### config.mk
export PLATFORM = sky130hd
export DESIGN_NAME = sync_fifo_ext
export DESIGN_NICKNAME = d
export VERILOG_FILES = /design/src/rtl/sync_fifo_pkg.sv /design/src/rtl/fifo_ram.sv /design/src/rtl/sync_fifo_ext.sv
export SDC_FILE = /design/constraint.sdc
export NUM_CORES = 1
export LEC_CHECK = 0
export CAP_MARGIN = 20
export CORE_ASPECT_RATIO = 0.6
export CORE_UTILIZATION = 50
export DETAILED_ROUTE_END_ITERATION = 8
export PLACE_DENSITY_LB_ADDON = 0.05
export RECOVER_POWER = 25
export SLEW_MARGIN = 20
export SYNTH_ARGS = -nofsm -noshare
export SYNTH_HDL_FRONTEND = slang
export SYNTH_HIERARCHICAL = 1
export SYNTH_SLANG_ARGS = --single-unit
### constraint.sdc
create_clock -name clk -period 6.4 [get_ports clk]
set_input_delay 1.6 -clock clk [delete_from_list [all_inputs] [get_ports clk]]
set_output_delay 1.6 -clock clk [all_outputs]
set_load 0.005 [all_outputs]
### src/rtl/sync_fifo_pkg.sv
// Shared types for the sync_fifo_ext family: read-mode selection.
package sync_fifo_pkg;

  typedef enum logic {
    FIFO_STD  = 1'b0,
    FIFO_FWFT = 1'b1
  } fifo_mode_e;

endpackage

### src/rtl/fifo_ram.sv
// Storage array for sync_fifo_ext: one synchronous write port, one asynchronous read port.
module fifo_ram #(
  parameter int DATA_WIDTH = 8,
  parameter int DATA_DEPTH = 8,
  localparam int ADDR_W = (DATA_DEPTH > 1) ? $clog2(DATA_DEPTH) : 1
) (
  input  logic                  clk,
  input  logic                  we,
  input  logic [ADDR_W-1:0]     waddr,
  input  logic [DATA_WIDTH-1:0] wdata,
  input  logic [ADDR_W-1:0]     raddr,
  output logic [DATA_WIDTH-1:0] rdata
);

  logic [DATA_WIDTH-1:0] mem [DATA_DEPTH];

  always_ff @(posedge clk) begin
    if (we) begin
      mem[waddr] <= wdata;
    end
  end

  // Addresses never exceed DATA_DEPTH-1, so non-power-of-2 depths index safely.
  assign rdata = mem[raddr];

endmodule

### src/rtl/sync_fifo_ext.sv
// Single-clock FIFO with arbitrary depth, STD/FWFT read modes, programmable
// almost-full/almost-empty thresholds and registered overflow/underflow pulses.
module sync_fifo_ext
  import sync_fifo_pkg::*;
#(
  parameter int         DATA_WIDTH = 8,
  parameter int         DATA_DEPTH = 8,
  parameter fifo_mode_e READ_MODE  = FIFO_STD,
  parameter int         AF_LEVEL   = DATA_DEPTH - 2,
  parameter int         AE_LEVEL   = 2,
  localparam int        PTR_W      = (DATA_DEPTH > 1) ? $clog2(DATA_DEPTH) : 1,
  localparam int        CNT_W      = $clog2(DATA_DEPTH) + 1
) (
  input  logic                  clk,
  input  logic                  rst_n,
  input  logic                  wr_en,
  input  logic [DATA_WIDTH-1:0] data_in,
  input  logic                  rd_en,
  output logic [DATA_WIDTH-1:0] data_out,
  output logic                  empty,
  output logic                  full,
  output logic                  almost_empty,
  output logic                  almost_full,
  output logic [CNT_W-1:0]      fifo_cnt,
  output logic                  overflow,
  output logic                  underflow
);

  localparam logic [PTR_W-1:0] PTR_LAST  = PTR_W'(DATA_DEPTH - 1);
  localparam logic [CNT_W-1:0] CNT_FULL  = CNT_W'(DATA_DEPTH);

  if (DATA_DEPTH < 2) begin : g_chk_depth
    $error("sync_fifo_ext: DATA_DEPTH must be at least 2");
  end
  if (AE_LEVEL >= AF_LEVEL) begin : g_chk_order
    $error("sync_fifo_ext: AE_LEVEL must be below AF_LEVEL");
  end
  if (AF_LEVEL > DATA_DEPTH) begin : g_chk_af
    $error("sync_fifo_ext: AF_LEVEL must not exceed DATA_DEPTH");
  end
  if (AE_LEVEL < 0) begin : g_chk_ae
    $error("sync_fifo_ext: AE_LEVEL must be non-negative");
  end

  logic [PTR_W-1:0]      wr_ptr_q, wr_ptr_d;
  logic [PTR_W-1:0]      rd_ptr_q, rd_ptr_d;
  logic [CNT_W-1:0]      cnt_q, cnt_d;
  logic                  ovf_q, ovf_d;
  logic                  unf_q, unf_d;
  logic                  rd_acc, wr_acc;
  logic [DATA_WIDTH-1:0] rd_data;

  // Flags decode the registered count only, so they move one cycle after the edge.
  assign empty        = (cnt_q == '0);
  assign full         = (cnt_q == CNT_FULL);
  assign almost_empty = (int'(cnt_q) <= AE_LEVEL);
  assign almost_full  = (int'(cnt_q) >= AF_LEVEL);
  assign fifo_cnt     = cnt_q;
  assign overflow     = ovf_q;
  assign underflow    = unf_q;

  // A read frees a slot in the same edge, so a full FIFO can still take a write.
  assign rd_acc = rd_en && !empty;
  assign wr_acc = wr_en && (!full || rd_acc);

  always_comb begin
    wr_ptr_d = wr_ptr_q;
    rd_ptr_d = rd_ptr_q;
    cnt_d    = cnt_q;
    ovf_d    = wr_en && !wr_acc;
    unf_d    = rd_en && !rd_acc;

    if (wr_acc) begin
      wr_ptr_d = (wr_ptr_q == PTR_LAST) ? '0 : wr_ptr_q + PTR_W'(1);
    end
    if (rd_acc) begin
      rd_ptr_d = (rd_ptr_q == PTR_LAST) ? '0 : rd_ptr_q + PTR_W'(1);
    end

    case ({wr_acc, rd_acc})
      2'b10:   cnt_d = cnt_q + CNT_W'(1);
      2'b01:   cnt_d = cnt_q - CNT_W'(1);
      default: cnt_d = cnt_q;
    endcase
  end

  always_ff @(posedge clk or negedge rst_n) begin
    if (!rst_n) begin
      wr_ptr_q <= '0;
      rd_ptr_q <= '0;
      cnt_q    <= '0;
      ovf_q    <= 1'b0;
      unf_q    <= 1'b0;
    end else begin
      wr_ptr_q <= wr_ptr_d;
      rd_ptr_q <= rd_ptr_d;
      cnt_q    <= cnt_d;
      ovf_q    <= ovf_d;
      unf_q    <= unf_d;
    end
  end

  fifo_ram #(
    .DATA_WIDTH (DATA_WIDTH),
    .DATA_DEPTH (DATA_DEPTH)
  ) u_ram (
    .clk   (clk),
    .we    (wr_acc),
    .waddr (wr_ptr_q),
    .wdata (data_in),
    .raddr (rd_ptr_q),
    .rdata (rd_data)
  );

  if (READ_MODE == FIFO_STD) begin : g_std
    logic [DATA_WIDTH-1:0] dout_q, dout_d;

    // The RAM read is asynchronous, so a full-and-write edge still captures the old head.
    always_comb begin
      dout_d = dout_q;
      if (rd_acc) begin
        dout_d = rd_data;
      end
    end

    always_ff @(posedge clk or negedge rst_n) begin
      if (!rst_n) begin
        dout_q <= '0;
      end else begin
        dout_q <= dout_d;
      end
    end

    assign data_out = dout_q;
  end else begin : g_fwft
    assign data_out = rd_data;
  end

endmodule

Word-level counts from Yosys, hierarchy flattened
Memories as Yosys holds them, arrays and structs flattened. A register that Yosys moved wholly into a read port is not among the register bits.
Cells that the tools add are included.
{ "word_totals": {"mem_count": 1, "ramBits": 64, "input_bits": 12, "regBits": 12, "word_cells": 34} }
{ "mem_list": {"columns": ["name", "words", "width", "rd", "rd_ports_with_merged_regs", "wr", "line_no", "rtl"], "rows": [
  ["u_ram.mem", 8, 8, 1, 1, 1, "fifo_ram.sv:15", "logic [DATA_WIDTH-1:0] mem [DATA_DEPTH];"]
]} }
{ "op_classes": {"reduce_logical": 12, "mux": 5, "n_addsub": 4, "eq_ne": 5, "n_lt_le_gt_ge": 2} }
{ "ops": {"columns": ["op", "count"], "rows": [
  ["4-bit case mux with 2 select lines", 1],
  ["3-bit by 1-bit adder with 3-bit output, second input constant", 2],
  ["3-bit equality test, second input constant", 2],
  ["3-bit two-way mux", 2],
  ["1-bit logical NOT", 5],
  ["4-bit by 1-bit adder with 4-bit output, second input constant", 1],
  ["4-bit equality test, second input constant", 1],
  ["4-bit by 3-bit >= comparator with 1-bit output, second input constant", 1],
  ["4-bit by 2-bit <= comparator with 1-bit output, second input constant", 1],
  ["1-bit logical AND", 4],
  ["4-bit logical NOT", 1],
  ["4-bit by 1-bit subtractor with 4-bit output, second input constant", 1],
  ["2-bit by 1-bit equality test with 1-bit output, second input constant", 1],
  ["2-bit equality test, second input constant", 1],
  ["1-bit two-way mux", 2],
  ["2-bit nonzero test", 1],
  ["1-bit logical OR", 1]
]} }

Longest topological paths before layout
Gate-level depths: netlist of the first run.
{ "depth": {"word_depth": 7, "mapped_depth": 9} }

By module
The synthesis of the first run kept the hierarchy.
{ "modules_own_cells": {"columns": ["mod", "cells_each", "instances", "area_each_um2"], "rows": [
  ["fifo_ram", 106, 1, 2531.2],
  ["sync_fifo_ext", 73, 1, 1007.2]
]} }

Least setup slack after synthesis of the first run
Ideal clock, no wire load.
{ "synth_path": {"path_kind": "input to register", "startpoint": "in rd_en", "endpoint": "reg cnt_q[3], in the netlist fifo_cnt[3]", "slack_ns": 3.400, "t_required_ns": 6.321, "setup_ns": 0.079, "arrival_ns": 2.920, "cell_stages": 8, "cell_sequence": "o41ai_2 > or2_1 > inv_1 > ha_1 > a21o_1 > a21oi_1 > mux2i_1 > xor2_1"} }
{ "synth_via": {"elab_chain_cells": 5} }
{ "synth_lines": {"columns": ["element", "line_no", "rtl"], "rows": [
  ["from (decl)", "sync_fifo_ext.sv:18", "input logic rd_en,"],
  ["1-bit logical AND (*)", "sync_fifo_ext.sv:63", "assign rd_acc = rd_en && !empty;"],
  ["1-bit logical OR", "sync_fifo_ext.sv:64", "assign wr_acc = wr_en && (!full || rd_acc);"],
  ["1-bit logical AND", "sync_fifo_ext.sv:64", null],
  ["2-bit by 1-bit equality test with 1-bit output or 2-bit equality test (tied branches)", "sync_fifo_ext.sv:80", "case ({wr_acc, rd_acc})"],
  ["4-bit case mux with 2 select lines or 2-bit nonzero test (tied branches)", null, null],
  ["to (signal assigned)", "sync_fifo_ext.sv:97", "cnt_q <= cnt_d;"],
  ["to (decl)", "sync_fifo_ext.sv:47", "logic [CNT_W-1:0] cnt_q, cnt_d;"]
]} }
Every way passes the cells marked *; elsewhere a longest branch is shown, timed or not.
A chain may end at the register's enable or synchronous reset.

Final worst setup path of the first run
Ends and elaborated chain as after synthesis.

==> flow_metrics.py, run 1 <==
metrics = {
    "drt": {
        "drc_errors": 0,
        "drtIter0Drc": 98,
        "drtAntennaViolNets": 0,
        "dr.pass1.iters": 5,
        "wirelength_mm": 6.37,
        "drt-wirelength-per-cell_um": 20.7,
        "via_per_inst": 5.58,
        "vias": 1712,
    },
    "power_and_ir_drop": {
        "clkPwrFrac_pct": 27.7,
        "p_comb_share_pct": 27.7,
        "power_leakage_nw": 1.55,
        "swShare_pct": 27.5,
        "p_total_mw": 1.91,
        "peakVddDrop_uv": 239,
        "p_switching_mw": 0.525,
        "p_int_mw": 1.38,
        "powerDensity_nw_per_um2": 453,
        "sequentialPowerShare_pct": 44.6,
    },
    "synth": {
        "yosysWarnings": 6,
        "synth_edf_count": 64,
        "syn_inst": 179,
        "ys_types": 35,
        "synth_flop_cell": "edfxtp_1",
        "ys_seq_elements": 84,
        "synth_area_per_cell_um2": 19.8,
        "syn_area_um2": 3540,
        "synthesis.nets": 198,
        "ys_async_sr_fraction_pct": 23.8,
        "ys_seq_area_share_pct": 68.5,
    },
    "final_layout": {
        "fin_nets": 234,
        "antenna_cells": 0,
        "syn2layout_area_growth_pct": 18.9,
        "drive_gt1_share_pct": 16.8,
        "postLayoutCoreUtil_pct": 62.2,
        "fin_cells": 307,
    },
    "cts": {
        "cts.clk_slew.worst_paths_ps": 60,
        "holdBufCountCts": 0,
        "clock_sink_count": 84,
        "cts_buffer_depth": 2,
        "cts-resized-gates": 0,
        "cts_tree": "done",
        "post_cts.repair.setup_buffers": 0,
        "clkLatencyLatePin_ps": 340,
        "cts_buffers": 9,
        "cts_root_buffer": "clkbuf_16",
        "cts_max_level": 3,
    },
    "global_routing": {
        "grt_pass1_vias": 1784,
        "grt_overflow": 0,
        "grt_pass1_wl_mm": 9.56,
        "grtUsageTotal_pct": 18.8,
        "grt_max_degree": 21,
        "grt_antenna_before_repair": 0,
    },
    "die": {
        "start_util_pct": 52.3,
        "pin_count": 30,
        "die_w_um": 111,
        "die_y_um": 67.2,
        "num_rows": 23,
        "die_area_um2": 7430,
        "core_um2": 6760,
    },
    "status": {
        "status": "complete, no violations",
    },
    "timing": {
        "drv_slew": 0,
        "max_freq_mhz": 267,
        "period_share_pct": 58.6,
        "worst_pin_slew_ps": 1150,
        "setup_viol": 0,
        "clock_skew_ps": 5.20,
        "min_period_ps": 3750,
        "hold_violations": 0,
        "hold_ws_ps": 494,
        "maxSlewHeadroom_pct": 23.3,
        "rsz0062_at_grt": "false",
        "finalSetupTns_ps": 0,
    },
    "setup_path": {
        "cp_num_cells": 10,
        "required_ps": 6660,
        "cp_top_family": "buffers and inverters",
        "path_class": "input port to register",
        "ff2ff_path_depth": 9,
        "critical-path-slowest-cell": "clkdlybuf4s50_1",
        "crit_chain": "clkdlybuf4s50_1, o41ai_2, buf_4, or2_1, inv_1, ha_1, a21o_1, a21oi_1, mux2i_1, xor2_1",
        "critical_path_buf_inv_count": 3,
        "worstSetupEndpointType": "register",
        "path_max_fanout": 14,
        "cpPeakStageDelay_ps": 700,
        "start_kind": "input port",
        "worstPathArrival_ps": 4010,
    },
    "place": {
        "io_buffers": 29,
        "hpwl_mm": 4.22,
        "routabilityCongestion": 0.688,
        "dp_cells": 291,
    },
    "run": {
        "maxCapViolCount": 0,
    },
    "hold_path": {
        "whs_path_depth": 1,
        "hold_path_class": "register to register",
    },
}
state kept, by name (all words and copies together) (netlist names):
signal     count
u_ram/mem     64
data_out       8
fifo_cnt       4
rd_ptr_q       3
wr_ptr_q       3
overflow       1
underflow      1
worst register-to-register path, cell delays in order, from the launching register on:
cell,delay [ps]
dfrtp_1,490
o41ai_2,370
buf_4,290
or2_1,200
inv_1,80
ha_1,270
a21o_1,170
a21oi_1,190
mux2i_1,230
xor2_1,160
metrics by stage:
stage	cell area, um^2	setup slack [ps]
final	4210	2650
after global routing	4210	2510
after CTS	4210	2690
after detailed placement	3900	2330
after global placement	3900	2440
after floorplan	3540	3400
cells in the final DEF (no fill, tap or decap):
cell / netlist / final
inv_1: 5 / 5
xor2_1: 2 / 2
bufinv_16: 0 / 2
mux2_2: 12 / 12
buf_4: 1 / 3
edfxtp_1: 64 / 64
nand2_1: 2 / 2
mux2i_1: 2 / 2
or3_4: 1 / 1
dlygate4sd3_1: 0 / 4
o21ai_4: 1 / 1
ha_1: 6 / 6
nor2_2: 0 / 1
mux4_1: 15 / 15
nor3b_1: 1 / 1
a211oi_1: 1 / 1
nor3_1: 4 / 4
and2_1: 1 / 1
clkbuf_16: 0 / 9
nand2b_1: 3 / 3
fa_1: 1 / 1
o41ai_2: 1 / 1
clkinv_2: 0 / 3
a21oi_1: 1 / 1
dfrtp_1: 20 / 20
nor2_1: 9 / 8
xnor2_1: 2 / 2
mux2_1: 8 / 8
a311oi_4: 1 / 1
clkdlybuf4s50_1: 0 / 24
clkinv_1: 0 / 1
mux2_4: 1 / 1
mux4_2: 1 / 1
clkbuf_1: 1 / 2
o211ai_1: 1 / 1
or4b_4: 1 / 1
a21o_1: 4 / 4
or2_1: 1 / 1
power by group through the flow:
stage / Clock, mW / Sequential [mW] / Combinational [mW]
2_1_floorplan: 0 / 0.783 / 0.402
3_3_place_gp: 0 / 0.853 / 0.512
3_5_place_dp: 0 / 0.866 / 0.534
4_1_cts: 0.543 / 0.855 / 0.537
5_1_grt: 0.556 / 0.870 / 0.577
6_report: 0.528 / 0.852 / 0.528
logic make-up (layout without fill, tap and decap cells):
group                    count (synthesis)  in the layout  synth area share, %
AND/OR/NAND/NOR                         23             23                 3.54
flip-flops                              84             84                 68.5
multiplexers                            39             39                 19.1
XOR/XNOR                                 4              4                0.990
AO/OA/AOI/OAI                           10             10                 3.08
adder cells (fa/ha/maj)                  7              7                 2.69
buffers and inverters                   12             53                 2.12
routing by layer:
metal | vias to the layer above | routed length, um | global-route usage [%]
met5 | - | 0 | 0
met4 | 0 | 88 | 8.17
met3 | 10 | 304 | 6.10
met2 | 42 | 3040 | 29.3
met1 | 873 | 2930 | 24.7
li1 | 787 | - | -
cell usage after synthesis (2+ instances only):
cell      number  area [um^2]
nor3_1         4         20.0
buf_2          2         10.0
mux2_2        12          135
inv_1          5         18.8
a21o_1         4         30.0
dfrtp_1       20          500
nor2_1         9         33.8
xnor2_1        2         17.5
nand2b_1       3         18.8
mux2_1         8         90.1
nand2_1        2         7.51
mux2i_1        2         20.0
xor2_1         2         17.5
mux4_1        15          394
edfxtp_1      64         1920
ha_1           6         75.1
cell type report:
type / count / area [um^2]
well taps: 87 / 109
repair buffers: 32 / 307
clock inverters: 6 / 78.8
fillers: 461 / 2550
flip-flops and latches: 84 / 2420
inverters: 5 / 18.8
multi-input cells: 83 / 1040
clock buffers: 10 / 229
path summary, 6_finish.rpt:
| kind | from | slack, ps | to |
|---|---|---|---|
| worst max-delay path | rd_en | 2650 | fifo_cnt[3] |
| worst min-delay path | data_out[5] | 490 | data_out[5] |
| worst max register to register | fifo_cnt[1] | 3880 | fifo_cnt[3] |
| worst min register to register | data_out[5] | 490 | data_out[5] |
| max in group asynchronous | rst_n | 4240 | data_out[2] |
| min in group asynchronous | rst_n | 1470 | data_out[6] |
Power figures use the tool's default switching activity.
==> run 2, diff against run 1 <==
Clock period 6.4 ns to 3.9 ns, I/O delays scaled along.
==> run 2 against run 1 <==
  * Wire length up 1.8%
  * Cell area is 1.5% higher
  * Critical path type is now register to output port
  * Flip-flop and latch count stayed put
  * Clock skew increased by 2.8 ps
  * Worst hold slack improved by 3.1 ps
  * Non-clock buffer count rose by 6
  * Largest cell class unchanged
  * Clock-buffer cell count fell by 1
  * Sequential share of layout area fell by 0.88 points
  * Critical path depth decreased by 7
==> flow_metrics.py, run 2 (synthesized netlist as in run 1, its figures left out) <==
metrics = {
    "cts": {
        "cts_buffers": 9,
        "cts_buffer_depth": 2,
        "cts_max_level": 3,
        "clkLatencyLatePin_ps": 340,
        "clock_sink_count": 84,
        "cts_root_buffer": "clkbuf_16",
        "cts_tree": "done",
        "holdBufCountCts": 0,
        "cts-resized-gates": 0,
        "cts.clk_slew.worst_paths_ps": 60,
        "post_cts.repair.setup_buffers": 0,
    },
    "die": {
        "num_rows": 23,
        "start_util_pct": 52.3,
        "die_y_um": 67.2,
        "pin_count": 30,
        "core_um2": 6760,
        "die_area_um2": 7430,
        "die_w_um": 111,
    },
    "setup_path": {
        "start_kind": "register",
        "r2r-start": "rd_ptr_q[0]",
        "worstSetupEndpointType": "output port",
        "path_max_fanout": 8,
        "path_class": "register to output port",
        "required_ps": 2920,
        "crit_start": "fifo_cnt[1]",
        "worstPathArrival_ps": 2030,
    },
    "place": {
        "io_buffers": 29,
        "routabilityCongestion": 0.656,
        "place_ws_ps": 634,
        "hpwl_mm": 4.29,
    },
    "final_layout": {
        "largest-register": "u_ram/mem",
        "seqCellArea_um2": 2420,
        "drive_gt1_share_pct": 19.5,
        "final.fill_count": 453,
        "syn2layout_area_growth_pct": 20.8,
        "multiInputGateArea_um2": 1040,
        "mostFrequentLayoutCells": "64 x edfxtp_1, 24 x clkdlybuf4s50_1, 20 x dfrtp_1, 15 x mux4_1, 12 x mux2_2",
        "layout_commonest_cell": "edfxtp_1",
        "fin_nets": 240,
        "largest_reg_flops": 64,
        "antenna_cells": 0,
    },
    "global_routing": {
        "grtUsageTotal_pct": 19.0,
        "grt_overflow": 0,
        "grt_pass1_vias": 1770,
        "grt_max_degree": 21,
        "grt_antenna_before_repair": 0,
        "grt_pass1_wl_mm": 9.78,
    },
    "power_and_ir_drop": {
        "p_int_mw": 2.30,
        "peakVddDrop_uv": 408,
        "power_leakage_nw": 1.59,
        "swShare_pct": 28.2,
        "p_comb_share_pct": 27.6,
        "powerDensity_nw_per_um2": 749,
        "clkPwrFrac_pct": 28.7,
        "sequentialPowerShare_pct": 43.7,
        "p_switching_mw": 0.903,
    },
    "hold_path": {
        "hp-start": "data_out[5]",
        "hold_path_class": "register to register",
    },
    "drt": {
        "via_per_inst": 5.62,
        "drt-wirelength-per-cell_um": 20.7,
        "drtAntennaViolNets": 0,
        "wirelength_mm": 6.48,
        "drc_errors": 0,
        "drtIter0Drc": 122,
        "dr.pass1.iters": 4,
        "vias": 1760,
    },
    "timing": {
        "rsz0062_at_grt": "false",
        "maxSlewHeadroom_pct": 19.9,
        "max_freq_mhz": 333,
        "period_share_pct": 76.9,
        "finalSetupTns_ps": 0,
        "worst_pin_slew_ps": 1200,
        "drv_slew": 0,
        "hold_violations": 0,
        "setup_viol": 0,
        "clock_skew_ps": 7.98,
        "min_period_ps": 3000,
        "timing.final.ws_setup_ps": 900,
    },
    "run": {
        "maxCapViolCount": 0,
    },
    "status": {
        "status": "complete, no violations",
    },
}
-- run 2: power by group through the flow --
| stage | Clock (mW) | Sequential (mW) | Combinational [mW] |
|---|---|---|---|
| floorplan | 0 | 1.28 | 0.659 |
| global placement | 0 | 1.39 | 0.848 |
| detailed placement | 0 | 1.42 | 0.899 |
| CTS | 0.935 | 1.40 | 0.900 |
| global route | 0.971 | 1.43 | 0.956 |
| finish | 0.919 | 1.40 | 0.883 |
-- run 2: cell type report --
type                            count  share of cell area, %
Inverter                            5                  0.439
Clock buffer                        9                   5.27
Sequential cell                    84                   56.7
Multi-Input combinational cell     83                   24.4
Clock inverter                      7                   2.46
Tap cell                           87                   2.55
Timing Repair Buffer               38                   8.23
-- run 2: critical path: stages (launching register included) --
cell and delay [ps]:
dfrtp_1 500, or4b_4 630, inv_1 80, clkdlybuf4s50_1 490
-- run 2: final timing paths --
path | end | slack (ps) | cells after the start
min in group asynchronous | rd_ptr_q[0] | 870 | 1
max reg2reg | data_out[6] | 1560 | 3
min | data_out[5] | 500 | 1
max | full | 900 | 3
max in group asynchronous | data_out[3] | 2310 | 1
min reg2reg | data_out[5] | 500 | 1
-- run 2: per-stage QoR --
step,instance area (um^2),hold slack (ps),cells,power (mW),utilization (%)
6_report,4270,497,313,3.20,63.2
5_1_grt,4270,510,313,3.35,63.2
4_1_cts,4280,499,313,3.24,63.3
3_5_place_dp,3950,485,297,2.32,58.4
3_3_place_gp,3950,474,297,2.24,58.4
2_1_floorplan,3540,489,179,1.94,-
-- run 2: metal layers --
layer	vias to the layer above	global-route usage (%)	wire [um]
li1	806	-	-
met1	921	25.0	3040
met2	28	30.6	3180
met3	5	6.73	221
met4	0	5.50	44
met5	-	0	0
